==> src/rtl/mem_access_stage.sv <==
// mem_access_stage: MEM stage of the 5-stage RISC-V pipeline.
// ALU results pass straight through. Loads and stores run a byte-serial
// request/acknowledge transaction on the data-memory port while stall_req
// holds the upstream stages. Loads are assembled little-endian, then sign-
// or zero-extended.
//
// Data-memory handshake: dmem_req is the valid. While it is high, dmem_addr,
// dmem_rw and dmem_wbyte stay stable. A byte completes on a rising edge where
// dmem_req and dmem_ack are both high. dmem_ack is ignored while dmem_req is
// low, and dmem_rbyte is only sampled alongside an accepted ack.
module mem_access_stage #(
    parameter int REG_ADDR_W = 5
) (
    input  logic                  clk,
    input  logic                  rst,
    input  logic [REG_ADDR_W-1:0] mem_reg_waddr,
    input  logic                  mem_we,
    input  logic [31:0]           mem_reg_wdata,
    input  logic [3:0]            mem_op,
    input  logic [31:0]           mem_store_data,
    output logic                  dmem_req,
    output logic                  dmem_rw,
    output logic [31:0]           dmem_addr,
    output logic [7:0]            dmem_wbyte,
    input  logic [7:0]            dmem_rbyte,
    input  logic                  dmem_ack,
    output logic                  stall_req,
    output logic [REG_ADDR_W-1:0] wb_reg_waddr,
    output logic                  wb_we,
    output logic [31:0]           wb_reg_wdata,
    output logic [1:0]            dbg_state_o
);

    typedef enum logic [1:0] {
        S_IDLE = 2'd0,
        S_BUSY = 2'd1,
        S_DONE = 2'd2
    } state_t;

    state_t                state_q;
    logic [1:0]            cnt_q;
    logic [2:0]            len_q;
    logic [3:0]            op_q;
    logic [31:0]           base_q;
    logic [31:0]           sdata_q;
    logic [REG_ADDR_W-1:0] waddr_q;
    logic                  we_q;
    logic [31:0]           asm_q;
    logic [31:0]           load_ext;

    // Codes 1..8 touch memory; 9..15 behave like NOP/ALU.
    function automatic logic is_mem(input logic [3:0] op);
        return (op >= 4'd1) && (op <= 4'd8);
    endfunction

    function automatic logic is_store(input logic [3:0] op);
        return (op >= 4'd6) && (op <= 4'd8);
    endfunction

    // Number of bytes moved by a memory op.
    function automatic logic [2:0] op_len(input logic [3:0] op);
        case (op)
            4'd1, 4'd4, 4'd6: return 3'd1;
            4'd2, 4'd5, 4'd7: return 3'd2;
            default:          return 3'd4;
        endcase
    endfunction

    // Transaction FSM: capture in IDLE, one byte per ack in BUSY, and a single
    // DONE cycle that never recaptures the op still sitting in EX/MEM.
    always_ff @(posedge clk) begin
        if (rst) begin
            state_q <= S_IDLE;
            cnt_q   <= 2'd0;
            len_q   <= 3'd0;
            op_q    <= 4'd0;
            base_q  <= 32'd0;
            sdata_q <= 32'd0;
            waddr_q <= '0;
            we_q    <= 1'b0;
            asm_q   <= 32'd0;
        end else begin
            case (state_q)
                S_IDLE: begin
                    if (is_mem(mem_op)) begin
                        cnt_q   <= 2'd0;
                        len_q   <= op_len(mem_op);
                        op_q    <= mem_op;
                        base_q  <= mem_reg_wdata;
                        sdata_q <= mem_store_data;
                        waddr_q <= mem_reg_waddr;
                        we_q    <= mem_we;
                        asm_q   <= 32'd0;
                        state_q <= S_BUSY;
                    end
                end
                S_BUSY: begin
                    if (dmem_ack) begin
                        if (!is_store(op_q)) begin
                            asm_q[{cnt_q, 3'b000} +: 8] <= dmem_rbyte;
                        end
                        if ({1'b0, cnt_q} == (len_q - 3'd1)) begin
                            state_q <= S_DONE;
                        end else begin
                            cnt_q <= cnt_q + 2'd1;
                        end
                    end
                end
                S_DONE: begin
                    state_q <= S_IDLE;
                end
                default: begin
                    state_q <= S_IDLE;
                end
            endcase
        end
    end

    // Sign/zero extension of the assembled load value.
    always_comb begin
        load_ext = asm_q;
        case (op_q)
            4'd1:    load_ext = {{24{asm_q[7]}}, asm_q[7:0]};
            4'd2:    load_ext = {{16{asm_q[15]}}, asm_q[15:0]};
            4'd4:    load_ext = {24'd0, asm_q[7:0]};
            4'd5:    load_ext = {16'd0, asm_q[15:0]};
            default: load_ext = asm_q;
        endcase
    end

    // Output decode from state; everything is forced low during reset.
    always_comb begin
        dmem_req     = 1'b0;
        dmem_rw      = 1'b0;
        dmem_addr    = 32'd0;
        dmem_wbyte   = 8'd0;
        stall_req    = 1'b0;
        wb_reg_waddr = '0;
        wb_we        = 1'b0;
        wb_reg_wdata = 32'd0;
        dbg_state_o  = 2'd0;
        if (!rst) begin
            dbg_state_o = state_q;
            case (state_q)
                S_IDLE: begin
                    if (is_mem(mem_op)) begin
                        stall_req = 1'b1;
                    end else begin
                        wb_reg_waddr = mem_reg_waddr;
                        wb_we        = mem_we;
                        wb_reg_wdata = mem_reg_wdata;
                    end
                end
                S_BUSY: begin
                    dmem_req   = 1'b1;
                    dmem_rw    = is_store(op_q);
                    dmem_addr  = base_q + {30'd0, cnt_q};
                    dmem_wbyte = sdata_q[{cnt_q, 3'b000} +: 8];
                    stall_req  = 1'b1;
                end
                S_DONE: begin
                    if (!is_store(op_q)) begin
                        wb_we        = we_q;
                        wb_reg_waddr = waddr_q;
                        wb_reg_wdata = load_ext;
                    end
                end
                default: begin
                    stall_req = 1'b0;
                end
            endcase
        end
    end

endmodule

==> config.mk <==
export PLATFORM = sky130hd
export DESIGN_NAME = mem_access_stage
export DESIGN_NICKNAME = d
export VERILOG_FILES = /design/src/rtl/mem_access_stage.sv
export SDC_FILE = /design/constraint.sdc
export NUM_CORES = 1
export LEC_CHECK = 0
export ABC_CLOCK_PERIOD_IN_PS = 3000
export CAP_MARGIN = 0
export CORE_MARGIN = 3
export CORE_UTILIZATION = 60
export DETAILED_ROUTE_END_ITERATION = 10
export DONT_BUFFER_PORTS = 1
export GPL_TIMING_DRIVEN = 0
export PLACE_DENSITY = 0.74
export SYNTH_ARGS = -nofsm -noshare
export SYNTH_HDL_FRONTEND = slang
export SYNTH_SLANG_ARGS = --single-unit
==> constraint.sdc <==
create_clock -name clk -period 3 [get_ports clk]
set_input_delay 0.6 -clock clk [delete_from_list [all_inputs] [get_ports clk]]
set_output_delay 0.6 -clock clk [all_outputs]
set_load 0.01 [all_outputs]
==> qor.txt, run 1 <==
H-tree Lvls -> 4
RR Startpoint -> cnt_q[0]
synth top area cells -> dfxtp_1 36%, nand2_1 9.3%, nor2_1 4.8%, a21oi_1 4.4%, a21oi_2 4.0%
Synth Warn # -> 0
num ports -> 168
VDD IR-drop max -> 651.8 µV
Worst Reg-to-Reg Cells -> 5
worst setup path start -> op_q[2]
Avg WL per Cell -> 20.01 µm
layout cell share with drive strength beyond 1 -> 23.30%
pwr/cell area -> 561.9 nW/µm²
Avg Inst Size Synth -> 7.947 µm²
Synth area leader -> dfxtp_1
final hold vios -> 0
Die Ht -> 108.9 µm
Horiz. Die Dim -> 108.9 µm
Clk pin slew, worst setup/hold paths -> 0.06 ns
Antenna Violating Nets Remaining -> 0
Via density -> 6.074
Multi-input gate area -> 3950 µm²
Fillers -> 807
Reg-to-Reg End -> asm_q[28]
CP Class -> reg2out
number of global-route vias before repair -> 5482
MaxCap Viol Count -> 0
antenna violations before repair -> 0
initial DRC count -> 580
Post-DP HPWL -> 14.52 mm
largest net degree at the start of global routing -> 17
Layout area overhead -> 16.28%
RSZ-0062 raised after global routing -> yes
Remaining Overflow, GRT -> 0
number of synthesized flops with an enable pin -> 0
Placed Cells -> 933
crit share post-route -> 97.62%
Slew HR -> 45.77%
nets@finish -> 918
Critical path destination -> wb_reg_wdata[15]
post-route insts no fill -> 970
Final Util -> 73.59%
Num CTS Buffers -> 17
Site Rows -> 36
type of the worst min-delay path -> in2reg
Fin Hold WS -> 0.2057 ns
critical path fanouts, max -> 8
Worst Slack Setup Final -> 0.07131 ns
CP Launch Type -> register
CTS Sinks -> 113
pre-CTS setup slack -> 0.01843 ns
Yosys reg bits -> 113
Worst Setup End Kind -> output pin
global-route usage over all layers -> 32.87%
cell leakage power -> 0.002634 µW
Synth top area share -> 35.58%
Port Buffers -> 0
Die ar. -> 11870 µm²
ys flop type -> dfxtp_1
initial core utilization -> 63.29%
DRC -> 0
routed wire length -> 19.41 mm
CTS Buffer Depth -> 2
first-pass GRT wire length -> 29.34 mm
GPL Wtd Cong -> 0.9155
post-synthesis cell area -> 6357 µm²
CTS tree -> done
worst-margin pin slew -> 0.8134 ns
sequential-to-total area share from yosys stat -> 35.58%
Slew Limit Fails -> 0
final clock skew -> 0.01101 ns
# setup viols final -> 0
Post-Syn Instances -> 800
clk_lat worst skew -> 0.53 ns
Cell variety after synth -> 50
Inserted Diodes -> 0
Reg area -> 2270 µm²
CP Data Arrival Time -> 2.33 ns
syn nets -> 893
drt first pass iters -> 5
WP data required -> 2.40 ns
core area -> 10040 µm²
routed vias -> 5892
Tmin final -> 2.929 ns
FMAX -> 341.5 MHz
reg-to-reg slack, setup -> 0.46 ns
clk root buf -> clkbuf_8
async set-reset flop share out of synthesis -> 0%
status -> finished, final reports clean
-- critical path, cell delays in order, from the launching register on --
cell,delay [ns]
dfxtp_1,0.31
buf_2,0.22
nor4b_4,0.07
buf_4,0.17
nor4b_4,0.28
o211ai_1,0.24
buf_4,0.21
o211ai_1,0.31
-- state kept, by name (all words and copies together), names as in the netlist --
| signal | cells |
|---|---|
| waddr_q | 5 |
| asm_q | 32 |
| op_q | 4 |
| we_q | 1 |
| state_q | 2 |
| base_q | 32 |
| sdata_q | 32 |
| cnt_q | 2 |
| len_q | 3 |
-- placed cells by master (no fill, tap or decap), types with 16 or more instances in the layout --
cell type,count
nor2_1,66
nand3b_1,32
nand2_1,156
clkbuf_1,31
a21oi_2,32
o31ai_1,33
a22oi_1,21
a21oi_1,52
nand2_2,28
clkbuf_16,16
dfxtp_1,109
nor2_2,16
xnor2_1,20
-- timing repair --
action                                  CTS  global route
endpoints found under the setup margin   73            57
pin swaps                                 8             6
buffers inserted                          6             4
resized for setup                        67            25
hold buffers                              0             0
-- synth_stat cells, types with 8 or more instances --
library cell	instances
dfxtp_1	113
nor2_1	81
xor2_1	12
a21o_1	8
mux4_2	8
o31ai_1	33
nor4_1	9
inv_1	10
a22oi_1	21
nand2_1	157
nand3b_1	32
and2_1	11
nand3_1	13
nand2b_1	10
a21oi_2	29
a21oi_1	56
o21ai_0	19
nand2_2	28
buf_2	14
clkbuf_1	36
xnor2_1	20
-- cells by family after synthesis --
family | Yosys count | share of synthesized area [%]
compound gates | 173 | 18.42
xor+xnor | 32 | 4.409
simple gates | 392 | 30.55
fa+ha+maj | 8 | 1.693
mux | 11 | 3.326
buf+inv | 71 | 6.023
flops | 113 | 35.58
-- power breakdown --
part	switching, µW	internal [µW]	total (µW)	leakage (µW)
combinational	425	238	663	0.00144
sequential	86.5	1590	1670	0.000925
clock	647	1170	1820	0.000272
-- metal layers --
| metal | global-route usage (%) | share of wire (%) | vias to the layer above |
|---|---|---|---|
| met4 | 8.206 | 1.6 | 0 |
| met3 | 7.578 | 7.8 | 24 |
| met2 | 52.85 | 47 | 247 |
| li1 | - | - | 2821 |
| met1 | 44.79 | 44 | 2800 |
| met5 | 0 | 0 | - |
-- how the worst min path moves through the flow --
stage               slack (ns)  cells after the start          end              from
floorplan                 0.43                      2  sdata_q[25]       sdata_q[25]
global placement          0.44                      2  sdata_q[25]       sdata_q[25]
CTS                       0.19                      2    base_q[6]  mem_reg_wdata[6]
detailed placement        0.45                      2  sdata_q[23]       sdata_q[23]
global route              0.19                      2    base_q[6]  mem_reg_wdata[6]
finish                    0.21                      2      op_q[3]         mem_op[3]
-- cell type report --
| class | instances | area share [%] |
|---|---|---|
| repair buffers | 10 | 1.016 |
| clock buffers | 25 | 6.550 |
| well taps | 133 | 2.251 |
| clock inverters | 6 | 0.7448 |
| flip-flops and latches | 113 | 30.70 |
| inverters | 10 | 0.5078 |
| plain buffers | 57 | 4.790 |
| multi-input cells | 616 | 53.44 |
-- through the flow --
stage | total power [µW] | instance area [µm²] | TNS [ns]
after floorplan | 2155 | 6357 | 0
after global placement | 2296 | 6524 | 0
after detailed placement | 2320 | 6524 | 0
after CTS | 4148 | 7302 | 0
after global routing | 4318 | 7392 | -0.1634
final | 4154 | 7392 | 0
Note: power is estimated with default switching activity, not from simulation.
==> inputs of run 2 (changes only) <==
--- a/config.mk
+++ b/config.mk
@@ -5,7 +5,6 @@
 export SDC_FILE = /design/constraint.sdc
 export NUM_CORES = 1
 export LEC_CHECK = 0
-export ABC_CLOCK_PERIOD_IN_PS = 3000
 export CAP_MARGIN = 0
 export CORE_MARGIN = 3
 export CORE_UTILIZATION = 60
==> results of run 2 <==
Final layout, timing and power as in run 1 (identical DEF).
